$ cat src/rtl/wave_osc.sv
// Purpose : NCO audio voice producing square/saw/triangle samples scaled by an 8-bit gain.
// Latency : sample/sample_valid update on the 2nd clock edge after each divider tick edge.
// Backpressure: none; the consumer must accept every sample_valid pulse (one per CLK_DIV cycles).
//
// Ports:
//   clk, rst_n          - system clock (rising edge), asynchronous active-low reset
//   enable              - run the divider/phase accumulator; low forces both to zero
//   load                - strobe capturing freq_word/wave_sel/amplitude into pending regs
//   freq_word           - phase increment per sample period
//   wave_sel            - 00 silence, 01 square, 10 saw, 11 triangle
//   amplitude           - unsigned gain, sample = raw*amplitude/256 (floor)
//   sample              - registered signed sample, held between updates
//   sample_valid        - one-cycle pulse on each sample update
//   phase_wrap          - set with sample_valid when that sample's phase update carried out
module wave_osc #(
  parameter int CLK_DIV = 1134,
  parameter int PHASE_W = 24
) (
  input  logic                clk,
  input  logic                rst_n,
  input  logic                enable,
  input  logic                load,
  input  logic [PHASE_W-1:0]  freq_word,
  input  logic [1:0]          wave_sel,
  input  logic [7:0]          amplitude,
  output logic signed [15:0]  sample,
  output logic                sample_valid,
  output logic                phase_wrap
);

  localparam int CNT_W = (CLK_DIV > 1) ? $clog2(CLK_DIV) : 1;
  localparam logic [CNT_W-1:0] CNT_LAST = CNT_W'(CLK_DIV - 1);

  logic [CNT_W-1:0]   count;
  logic               tick;
  logic [PHASE_W-1:0] phase;
  logic               wrap0;

  logic [PHASE_W-1:0] freq_pend, freq_act;
  logic [1:0]         wave_pend, wave_act;
  logic [7:0]         amp_pend,  amp_act;

  logic               v1, v2;
  logic               wrap1;
  logic signed [15:0] raw_next, raw;
  logic signed [24:0] prod;

  logic [15:0] p;
  logic [14:0] tri_t;

  assign tick = enable && (count == CNT_LAST);

  // Divider and phase accumulator; both are held at zero while stopped so a
  // restart always begins a full period later from phase 0.
  always_ff @(posedge clk or negedge rst_n) begin
    if (!rst_n) begin
      count <= '0;
      phase <= '0;
      wrap0 <= 1'b0;
    end else if (!enable) begin
      count <= '0;
      phase <= '0;
    end else if (tick) begin
      count <= '0;
      {wrap0, phase} <= {1'b0, phase} + {1'b0, freq_act};
    end else begin
      count <= count + 1'b1;
    end
  end

  // Double-buffered controls: pending captures at any time, active copies on
  // a tick. A load on the tick edge lands in pending only, so it applies next tick.
  always_ff @(posedge clk or negedge rst_n) begin
    if (!rst_n) begin
      freq_pend <= '0;
      wave_pend <= '0;
      amp_pend  <= '0;
      freq_act  <= '0;
      wave_act  <= '0;
      amp_act   <= '0;
    end else begin
      if (load) begin
        freq_pend <= freq_word;
        wave_pend <= wave_sel;
        amp_pend  <= amplitude;
      end
      if (tick) begin
        freq_act <= freq_pend;
        wave_act <= wave_pend;
        amp_act  <= amp_pend;
      end
    end
  end

  // Waveform shaping from the top 16 phase bits.
  assign p     = phase[PHASE_W-1 -: 16];
  assign tri_t = p[15] ? ~p[14:0] : p[14:0];

  always_comb begin
    raw_next = '0;
    case (wave_act)
      2'b01:   raw_next = p[15] ? 16'sh8000 : 16'sh7fff;
      2'b10:   raw_next = $signed(p ^ 16'h8000);
      2'b11:   raw_next = $signed({tri_t, 1'b0} ^ 16'h8000);
      default: raw_next = '0;
    endcase
  end

  // Gain is zero-extended to keep it positive in the signed product.
  assign prod = raw * $signed({1'b0, amp_act});

  // Stage 1 registers the raw shape, stage 2 the scaled sample. The pipeline
  // drains even if enable drops meanwhile.
  always_ff @(posedge clk or negedge rst_n) begin
    if (!rst_n) begin
      v1           <= 1'b0;
      v2           <= 1'b0;
      wrap1        <= 1'b0;
      raw          <= '0;
      sample       <= '0;
      sample_valid <= 1'b0;
      phase_wrap   <= 1'b0;
    end else begin
      v1           <= tick;
      v2           <= v1;
      sample_valid <= v2;
      phase_wrap   <= v2 & wrap1;
      if (v1) begin
        raw   <= raw_next;
        wrap1 <= wrap0;
      end
      if (v2) begin
        sample <= 16'(prod >>> 8);
      end
    end
  end

endmodule

$ cat config.mk
export PLATFORM = sky130hd
export DESIGN_NAME = wave_osc
export DESIGN_NICKNAME = d
export VERILOG_FILES = /design/src/rtl/wave_osc.sv
export SDC_FILE = /design/constraint.sdc
export NUM_CORES = 1
export LEC_CHECK = 0
export BUFFER_PORTS_ARGS = -buffer_cell sky130_fd_sc_hd__buf_2
export CAP_MARGIN = 20
export CORE_MARGIN = 1
export CORE_UTILIZATION = 57
export CTS_CLUSTER_DIAMETER = 50
export DETAILED_ROUTE_END_ITERATION = 6
export PLACE_DENSITY_LB_ADDON = 0.25
export SYNTH_ARGS = -nofsm -noshare
export SYNTH_HDL_FRONTEND = slang
export SYNTH_SLANG_ARGS = --single-unit
export TNS_END_PERCENT = 10
$ cat constraint.sdc
create_clock -name clk -period 4.8 [get_ports clk]
set_clock_uncertainty 0.15 [all_clocks]
set_input_delay 0.24 -clock clk [delete_from_list [all_inputs] [get_ports clk]]
set_output_delay 0.24 -clock clk [all_outputs]
set_load 0.02 [all_outputs]
==> flow_summary.yaml <==
cts:
  clkTransAtPathRegs_ns: 0.08
  clock_latency_ns: 0.43
  htreeDepth: 4
  clk_path_buf_depth: 2
  numCtsBuffers: 17
  clock_sinks: 141
  cts_tree: "yes"
  cts_root_buf: "clkbuf_16"
place:
  numPortBuffers: 55
  place_congestion: 0.868
  dp_hpwl_mm: 16.9
hold_path:
  hold_path_class: "primary input to flip-flop"
cells_and_area:
  nNetsFinal: 1524
  multiInputGateArea_mm2: 0.00709
  area_growth_pct: 17.7
  drive_gt1_share_pct: 17.7
  fin_util_pct: 68.3
  regArea_mm2: 0.00354
  fillers: 1468
  diodes: 0
critical_path:
  cp.required_ns: 4.96
  cp_slowest_cell: "fa_1"
  cp-start-kind: "flip-flop"
  end_kind: "flip-flop"
  path_max_fanout: 7
  critPathMaxStageDelay_ns: 0.53
  critPathKind: "flip-flop to flip-flop"
  crit_path_cell_trace: "buf_4, nand2_1, fa_1, inv_1, fa_1, ha_1, inv_1, fa_1, inv_1, ha_1, and4_4, a2111oi_4, o211ai_2, a311oi_2, o31ai_2, xnor2_1, mux2_2"
  cp.arrival_ns: 4.98
synthesis:
  yosys-top-cells-area: "dfrtp_1, fa_1, ha_1"
  syn_nets: 1400
  syn_avg_cell_area_um2: 9.47
  synth_cell_type_count: 65
  synth_edf_count: 0
  syn-cell-area_mm2: 0.0113
  async_flop_share_pct: 100
  ys_ff_latch: 141
  synth_top_area_share_pct: 31.2
  synthCells: 1193
  yosys.area.top_type: "dfrtp_1"
  yosysWarnings: 0
  yosysSeqAreaShare_pct: 31.2
  synth_flop_cell: "dfrtp_1"
timing:
  setup_slack_ns: -0.0150
  setup_viol: 1
  worstMarginPinSlew_ns: 0.947
  slew_violations: 0
  hold_viol: 0
  rsz0062_at_grt: "true"
  max_slew_margin_pct: 36.9
  fmax_ghz: 0.208
  period_needed_ns: 4.82
  fin_crit_sh_pct: 100
global_route:
  grt.busiest_layer: "met2"
  grtUsageMet1_pct: 32.7
  antenna_found_initial: 0
  track_usage_pct: 25.1
  grt_start_max_net_pins: 99
  gr-usage-met3_pct: 3.12
  overflow: 0
  grt_pass1_wl_mm: 40.3
  use_met2_pct: 43.4
  grt_pass1_vias: 8635
flow_run:
  max_cap_violations: 0
power:
  power_density_mw_per_mm2: 201
  p_total_w: 0.00267
  ir_drop_mv: 0.250
  power.leakage_nw: 6.74
floorplanning:
  die-area_mm2: 0.0204
  start_util_pct: 58.0
  core.rowCount: 51
  die_width_um: 143
  ios: 56
  dieHeight_um: 143
  fp.coreArea_mm2: 0.0195
detailed_routing:
  drc: 0
  viasPerCell: 5.25
  drtIter0Drc: 433
  drt_wl_total_mm: 23.3
  dr.pass1.iters: 5
  num_vias: 8376
  postRouteAntennaNets: 0
  wl_per_cell_um: 14.6
run_status:
  violations: "negative setup slack"
  status: "finished with violations"
==> per-stage QoR <==
stage	setup TNS, ns	cell area, um^2	worst slack [ns]	instances	hold WS, ns
finish	-0.0150	13300	-0.0150	1595	0.0727
global route	-1.69	13300	-0.302	1595	0.0716
CTS	-0.0242	13200	-0.0125	1591	0.0422
detailed placement	-1.20	12100	-0.230	1513	0.241
global placement	-0.375	12100	-0.113	1513	0.238
floorplan	0	11300	0.0261	1193	-0.206
==> metal layers <==
layer  share of wire (%)  routed length, um
met3                 3.5                818
met2                  50              11600
met5                   0                  0
met1                  45              10500
met4                 1.7                386
==> cells by family (layout without fill, tap and decap cells) <==
kind of cell    count (synthesis)  count (layout)  share of synthesized area (%)
compound gates                171             171                           10.1
fa+ha+maj                     169             169                           25.4
flops                         141             141                           31.2
xor+xnor                       57              57                           4.42
buf+inv                       206             343                           7.01
simple gates                  394             394                           16.5
mux                            55              55                           5.41
==> power by group <==
part           internal (W)  switching [W]
logic             0.0000596      0.0000497
registers           0.00122      0.0000170
clock network      0.000747       0.000579
==> layout make-up <==
type / count / area share (%)
inverters: 153 / 4.32
well taps: 265 / 2.49
multi-input cells: 846 / 53.3
clock inverters: 14 / 1.14
clock buffers: 18 / 3.30
repair buffers: 158 / 8.78
flip-flops and latches: 141 / 26.6
==> path summary, 6_finish.rpt <==
check	startpoint	end	slack (ns)	depth (start not counted)
worst max-delay path	amp_act[0]	sample[14]	-0.02	17
worst min register to register	freq_pend[12]	freq_act[12]	0.31	2
worst min-delay path	enable	phase[2]	0.07	2
min in group asynchronous	rst_n	sample[5]	0.30	2
max in group asynchronous	rst_n	freq_act[16]	3.08	3
worst max register to register	amp_act[0]	sample[14]	-0.02	17
==> registers in the layout, indices dropped and copies added (netlist names), 2 cells and up <==
signal	cells
freq_pend	24
count	11
wave_pend	2
raw	16
wave_act	2
amp_pend	8
freq_act	24
phase	24
sample	16
amp_act	8
==> timing repair <==
action	in CTS	in global routing
hold buffers	35	0
resized for setup	19	16
buffers inserted	11	4
endpoints found under the hold margin	131	0
pin swaps	2	3
endpoints found under the setup margin	9	9
==> cells in the mapped netlist (2+ instances only) <==
cell type  number
nand2_1       198
inv_1         152
dfrtp_1       141
fa_1          100
and2_1         70
ha_1           69
a21oi_1        59
nor2_1         47
mux2_2         44
clkbuf_1       40
xnor2_1        39
nor2b_1        27
o21ai_0        24
xor2_1         18
a22oi_1        15
a21o_1         14
nand3_1        13
mux2i_1        10
nand4_1         9
o21a_1          8
a211oi_1        7
a31oi_1         7
and3_1          6
buf_2           6
a21boi_0        5
buf_1           5
nor3_1          5
o211ai_1        5
o21bai_1        4
nand2b_1        3
a32o_1          2
and4_1          2
nand3b_1        2
nor3b_1         2
o2111ai_1       2
o311ai_0        2
o31ai_1         2
or4_1           2
==> critical path, delay by kind of cell, from the launching register on <==
family / cells / cell delay [ns]
AOI/OAI and AO/OA: 4 / 1.05
xor gates and xnor gates: 1 / 0.14
DFF: 1 / 0.44
and+or+nand+nor: 2 / 0.28
buffers and inverters: 4 / 0.32
muxes: 1 / 0.26
adders and majority gates: 5 / 2.05
==> cell usage in the layout, fill, tap and decap left out, types with 4 or more instances in the layout <==
cell type / n
nand3_1: 13
clkbuf_16: 17
mux2i_1: 10
o21ai_0: 24
nand4_1: 9
dfrtp_1: 130
dlygate4sd3_1: 35
nor3_1: 4
nand2_1: 198
and2_1: 69
o21bai_1: 4
a211oi_1: 5
o211ai_1: 5
xor2_1: 18
inv_6: 5
a21oi_1: 53
mux2_2: 44
buf_4: 64
a21o_1: 14
nor2_1: 47
buf_2: 55
a21oi_2: 6
ha_1: 65
and3_1: 6
nor2b_1: 27
xnor2_1: 39
dfrtp_2: 11
inv_1: 152
a22oi_1: 15
o21a_1: 8
fa_1: 100
a31oi_1: 6
Note: power is estimated with default switching activity, not from simulation.
